[config.mk]
export PLATFORM = sky130hd
export DESIGN_NAME = meter_cmd_scheduler
export DESIGN_NICKNAME = d
export VERILOG_FILES = /design/src/rtl/meter_cmd_scheduler.sv
export SDC_FILE = /design/constraint.sdc
export NUM_CORES = 1
export LEC_CHECK = 0
export CAP_MARGIN = 25
export CORE_ASPECT_RATIO = 0.75
export CORE_MARGIN = 3
export CORE_UTILIZATION = 40
export CTS_BUF_LIST = sky130_fd_sc_hd__clkbuf_8 sky130_fd_sc_hd__clkbuf_16
export CTS_CLUSTER_SIZE = 25
export DETAILED_ROUTE_END_ITERATION = 7
export DONT_BUFFER_PORTS = 1
export HOLD_SLACK_MARGIN = 0.03
export PLACE_DENSITY = 0.66
export SYNTH_ARGS = -nofsm -noshare
export SYNTH_HDL_FRONTEND = slang
export SYNTH_SLANG_ARGS = --single-unit
[constraint.sdc]
create_clock -name clk -period 2.3 [get_ports clk]
set_clock_uncertainty 0.15 [all_clocks]
set_input_delay 0.575 -clock clk [delete_from_list [all_inputs] [get_ports clk]]
set_output_delay 0.575 -clock clk [all_outputs]
set_load 0.05 [all_outputs]
[src/rtl/meter_cmd_scheduler.sv]
// Parking-meter command sequencer: merges button requests and the 1 Hz tick into one
// LOAD/ADD/DEC stream on a valid/ready port, and drives the expired-state blink enable.
module meter_cmd_scheduler #(
  parameter int unsigned CLK_HZ    = 100,
  parameter int unsigned BLINK_DIV = 50,
  parameter int unsigned RST1_VAL  = 16,
  parameter int unsigned RST2_VAL  = 150,
  parameter int unsigned ADD1_VAL  = 60,
  parameter int unsigned ADD2_VAL  = 120,
  parameter int unsigned ADD3_VAL  = 180,
  parameter int unsigned ADD4_VAL  = 300
) (
  input  logic        clk,
  input  logic        rst,
  input  logic        rst1_req,
  input  logic        rst2_req,
  input  logic [3:0]  add_req,
  input  logic        meter_zero,
  input  logic        cmd_ready,
  output logic        cmd_valid,
  output logic [1:0]  cmd_op,
  output logic [13:0] cmd_data,
  output logic        blink,
  output logic        req_drop,
  output logic        dec_overrun
);

  localparam int unsigned DivW = (CLK_HZ > 1) ? $clog2(CLK_HZ) : 1;
  localparam int unsigned BlkW = (BLINK_DIV > 1) ? $clog2(BLINK_DIV) : 1;
  localparam logic [1:0] OpAdd  = 2'd0;
  localparam logic [1:0] OpLoad = 2'd1;
  localparam logic [1:0] OpDec  = 2'd2;

  typedef enum logic [0:0] {StIdle, StOffer} state_e;

  // Button vector: [5]=rst1, [4]=rst2, [3:0]=add4..add1; bit index order equals priority.
  logic [5:0] raw;
  logic [5:0] sync1_q, sync1_d, sync2_q, sync2_d, sync3_q, sync3_d, edge_q, edge_d;
  logic [5:0] pend_q, pend_d;
  logic       dec_pend_q, dec_pend_d;
  logic [DivW-1:0] div_q, div_d;
  logic [BlkW-1:0] blk_cnt_q, blk_cnt_d;
  logic       blink_q, blink_d, zprev_q, zprev_d;
  logic       drop_q, drop_d, ovr_q, ovr_d;
  state_e     state_q, state_d;
  logic [6:0] sel_q, sel_d;
  logic       valid_q, valid_d;
  logic [1:0] op_q, op_d;
  logic [13:0] data_q, data_d;

  logic       xfer, tick, dec_set;
  logic [6:0] clr, all_pend, win;
  logic [1:0] win_op;
  logic [13:0] win_data;

  assign raw = {rst1_req, rst2_req, add_req};

  always_comb begin
    sync1_d = raw;
    sync2_d = sync1_q;
    sync3_d = sync2_q;
    edge_d  = sync2_q & ~sync3_q;

    xfer    = valid_q & cmd_ready;
    clr     = xfer ? sel_q : 7'd0;
    tick    = (div_q == DivW'(CLK_HZ - 1));
    div_d   = tick ? '0 : div_q + 1'b1;
    dec_set = tick & ~meter_zero;

    // A new edge and a transfer of the same bit together leave the bit set, no drop.
    pend_d     = (pend_q & ~clr[5:0]) | edge_q;
    drop_d     = |(edge_q & pend_q & ~clr[5:0]);
    dec_pend_d = (dec_pend_q & ~clr[6]) | dec_set;
    ovr_d      = dec_set & dec_pend_q & ~clr[6];

    // The bit being transferred is excluded so back-to-back picks a different winner.
    all_pend = {dec_pend_q, pend_q} & ~clr;
    win = '0;
    for (int i = 0; i < 7; i++) begin
      if (all_pend[i]) begin
        win    = '0;
        win[i] = 1'b1;
      end
    end

    unique case (win)
      7'b100_0000: begin win_op = OpDec;  win_data = 14'd0;           end
      7'b010_0000: begin win_op = OpLoad; win_data = 14'(RST1_VAL);   end
      7'b001_0000: begin win_op = OpLoad; win_data = 14'(RST2_VAL);   end
      7'b000_1000: begin win_op = OpAdd;  win_data = 14'(ADD4_VAL);   end
      7'b000_0100: begin win_op = OpAdd;  win_data = 14'(ADD3_VAL);   end
      7'b000_0010: begin win_op = OpAdd;  win_data = 14'(ADD2_VAL);   end
      7'b000_0001: begin win_op = OpAdd;  win_data = 14'(ADD1_VAL);   end
      default:     begin win_op = OpAdd;  win_data = 14'd0;           end
    endcase

    state_d = state_q;
    valid_d = valid_q;
    sel_d   = sel_q;
    op_d    = op_q;
    data_d  = data_q;
    unique case (state_q)
      StIdle: begin
        if (|all_pend) begin
          state_d = StOffer;
          valid_d = 1'b1;
          sel_d   = win;
          op_d    = win_op;
          data_d  = win_data;
        end
      end
      StOffer: begin
        if (xfer) begin
          if (|all_pend) begin
            sel_d  = win;
            op_d   = win_op;
            data_d = win_data;
          end else begin
            state_d = StIdle;
            valid_d = 1'b0;
            sel_d   = '0;
          end
        end
      end
      default: state_d = StIdle;
    endcase

    zprev_d = meter_zero;
    if (!meter_zero) begin
      blink_d   = 1'b1;
      blk_cnt_d = '0;
    end else if (!zprev_q) begin
      blink_d   = 1'b0;
      blk_cnt_d = '0;
    end else if (blk_cnt_q == BlkW'(BLINK_DIV - 1)) begin
      blink_d   = ~blink_q;
      blk_cnt_d = '0;
    end else begin
      blink_d   = blink_q;
      blk_cnt_d = blk_cnt_q + 1'b1;
    end
  end

  always_ff @(posedge clk or negedge rst) begin
    if (!rst) begin
      sync1_q    <= '0;
      sync2_q    <= '0;
      sync3_q    <= '0;
      edge_q     <= '0;
      pend_q     <= '0;
      dec_pend_q <= 1'b0;
      div_q      <= '0;
      blk_cnt_q  <= '0;
      blink_q    <= 1'b1;
      zprev_q    <= 1'b0;
      drop_q     <= 1'b0;
      ovr_q      <= 1'b0;
      state_q    <= StIdle;
      sel_q      <= '0;
      valid_q    <= 1'b0;
      op_q       <= OpAdd;
      data_q     <= '0;
    end else begin
      sync1_q    <= sync1_d;
      sync2_q    <= sync2_d;
      sync3_q    <= sync3_d;
      edge_q     <= edge_d;
      pend_q     <= pend_d;
      dec_pend_q <= dec_pend_d;
      div_q      <= div_d;
      blk_cnt_q  <= blk_cnt_d;
      blink_q    <= blink_d;
      zprev_q    <= zprev_d;
      drop_q     <= drop_d;
      ovr_q      <= ovr_d;
      state_q    <= state_d;
      sel_q      <= sel_d;
      valid_q    <= valid_d;
      op_q       <= op_d;
      data_q     <= data_d;
    end
  end

  assign cmd_valid   = valid_q;
  assign cmd_op      = op_q;
  assign cmd_data    = data_q;
  assign blink       = blink_q;
  assign req_drop    = drop_q;
  assign dec_overrun = ovr_q;

endmodule

==> out/qor.csv <==
metric;value;unit
Critical Path Start;cmd_valid;
Clk Latency, worst-skew pair;0.34;ns
drt drc;0;
die area;0.00772;mm^2
setup_tns;0;ns
maxcap violations;0;
Die Width;100;um
initial antenna violation count;0;
Yosys cell types;41;
Worst-Margin Slew;0.524;ns
Via density;5.26;
Mapped Area;0.00268;mm^2
Reg-to-Reg Start;cmd_valid;
final hold vios;0;
Min Hold Slack;0.0999;ns
FF+latch count, synth;67;
Synth top area share;61.7;%
crit path capture;sel_q[4];
pin count of the biggest net entering global routing;68;
GRT Residual Overflow;0;
sequential area share after synthesis;62.7;%
Layout Area Growth over Synthesis;11.1;%
synth cell count leaders;66 x dfrtp_1, 26 x nand2_1, 18 x nor2_1;
count of input and output buffers;0;
Root Buffer;clkbuf_8;
filler-free cell count of the finished design;330;
Mean Syn Cell Area;11.5;um^2
DP HPWL;3.31;mm
first drt pass iteration count;4;
max reg flops;8;
core area;0.00638;mm^2
ys async rst share;100;%
Placed Instances;312;
overall routing resource usage;13.8;%
total power;3.08;mW
global-route wire length before repair;8.16;mm
outcome;finished clean;
critical path arrival;2.08;ns
GP Congestion;0.877;
row cnt;25;
Detail Route Antenna Nets;0;
CTS tree;built;
most frequent cell after synthesis;dfrtp_1;
Worst IR Drop VDD;0.453;mV
synth warn;0;
# diodes;0;
R2R Path End;sel_q[4];
FMAX;503;MHz
total CTS buffers;9;
1st-iter DRT viols;157;
clk slew on worst S/H paths;0.08;ns
DR WL/cell;14.7;um
CP Class;reg -> reg;
fin nets;257;
io pins;30;
biggest area consumer among synthesized cells;dfrtp_1;
R2R setup slack;0.31;ns
slew margin rel.;64.7;%
Crit path required time;2.39;ns
hold crit path type;in -> reg;
final-report max-slew violation count;0;
# clock sinks;67;
EDFF count, synth;0;
fin crit period;1.99;ns
final wirelength;4.86;mm
CP Launch Type;flip-flop;
Leak;1.30;nW
Initial Util;41.9;%
layout cell share with drive strength beyond 1;13.3;%
vias in the first global route;1614;
placement-stage cell area;0.00275;mm^2
Reg2Reg Depth;5;
PwrDens;1040;mW/mm^2
cell count after synthesis;233;
dominant cells by area after synthesis;dfrtp_1 62%, nand2_1 3.6%, nand3_1 3.0%;
setup violators final;0;
Die Ht;76.8;um
clk buf depth;2;
fillcell total;576;
H-tree depth;3;
unrepaired setup endpoints after global routing;no;
CP Capture Type;flip-flop;
Final Cell Area;0.00297;mm^2
via count;1736;
period utilization;86.4;%
Top FF cell, synth;dfrtp_1;
CP max FO;8;
[routing by layer]
metal	up-vias	global-route usage (%)	wire, um
met1	844	19.8	2430
met5	-	0	0
li1	837	-	-
met4	0	6.06	88
met2	45	17.5	2030
met3	10	6.36	314
[worst min-delay path by stage]
stage | startpoint | endpoint | slack (ns) | cells past startpoint
after floorplan | rst | blk_cnt_q[0] | 0.13 | 0
after global placement | rst | sync1_q[4] | 0.13 | 0
after detailed placement | rst | sync1_q[1] | 0.13 | 0
after CTS | rst2_req | sync1_q[4] | 0.07 | 0
after global routing | add_req[3] | sync1_q[3] | 0.06 | 0
final | add_req[2] | sync1_q[2] | 0.1 | 0
[cells by family (layout without fill, tap and decap cells)]
logic type	count (synthesis)	count (layout)	share of synthesized area [%]
compound gates	47	47	12.7
xor+xnor	8	8	2.62
fa+ha+maj	3	3	1.40
buf+inv	17	28	3.88
flops	67	67	62.7
other cells	1	6	0.140
simple gates	90	90	16.6
[worst max-delay path, stage by stage, from the launching register on]
cell and delay [ns]:
dfrtp_2 0.47, nand3_1 0.12, a22oi_1 0.40, and3_2 0.33, a21oi_2 0.12, a221oi_1 0.29
[cell usage in the layout (no fill, tap or decap), types with 3 or more instances in the layout]
master	n
inv_6	3
a21o_1	4
inv_1	3
nor2b_1	7
ha_1	3
a41oi_1	3
o21ai_1	5
a21oi_1	9
conb_1	6
a32oi_1	3
nand3_2	3
nand2b_1	9
buf_4	6
nor2_1	18
nand2_1	26
a311oi_1	3
xnor2_1	5
dfrtp_1	65
xor2_1	3
a221oi_1	4
nand3_1	16
clkbuf_8	9
o21ai_0	3
[cell type report]
cell class                      count  area [um^2]  area share [%]
Sequential cell                    67         1680            56.5
Multi-Input combinational cell    154          912            30.7
Clock buffer                        9          124            4.17
Tap cell                           81          101            3.41
Timing Repair Buffer                8         82.6            2.78
Clock inverter                      7         58.8            1.98
Inverter                            4         15.0           0.505
[power breakdown]
group          internal, mW  leakage [nW]  total, mW  switching [mW]
sequential             1.33         0.809       1.72           0.386
combinational         0.177         0.401      0.476           0.298
clock                 0.405        0.0868      0.888           0.483
total                  1.91          1.30       3.08            1.17
[metrics by stage]
stage | setup slack, ns | utilization, %
5_1_grt | 0.102 | 46.6
3_3_place_gp | 0.274 | 43.1
2_1_floorplan | 0.0393 | -
4_1_cts | 0.215 | 46.6
6_report | 0.313 | 46.6
3_5_place_dp | 0.221 | 43.1
[what timing repair did]
item | 4_1_cts | 5_1_grt
setup buffers | 0 | 0
hold endpoints to repair | 67 | 0
hold buffers | 2 | 0
setup endpoints to repair | 0 | 1
resized for setup | 0 | 1
Note: power is estimated with default switching activity, not from simulation.
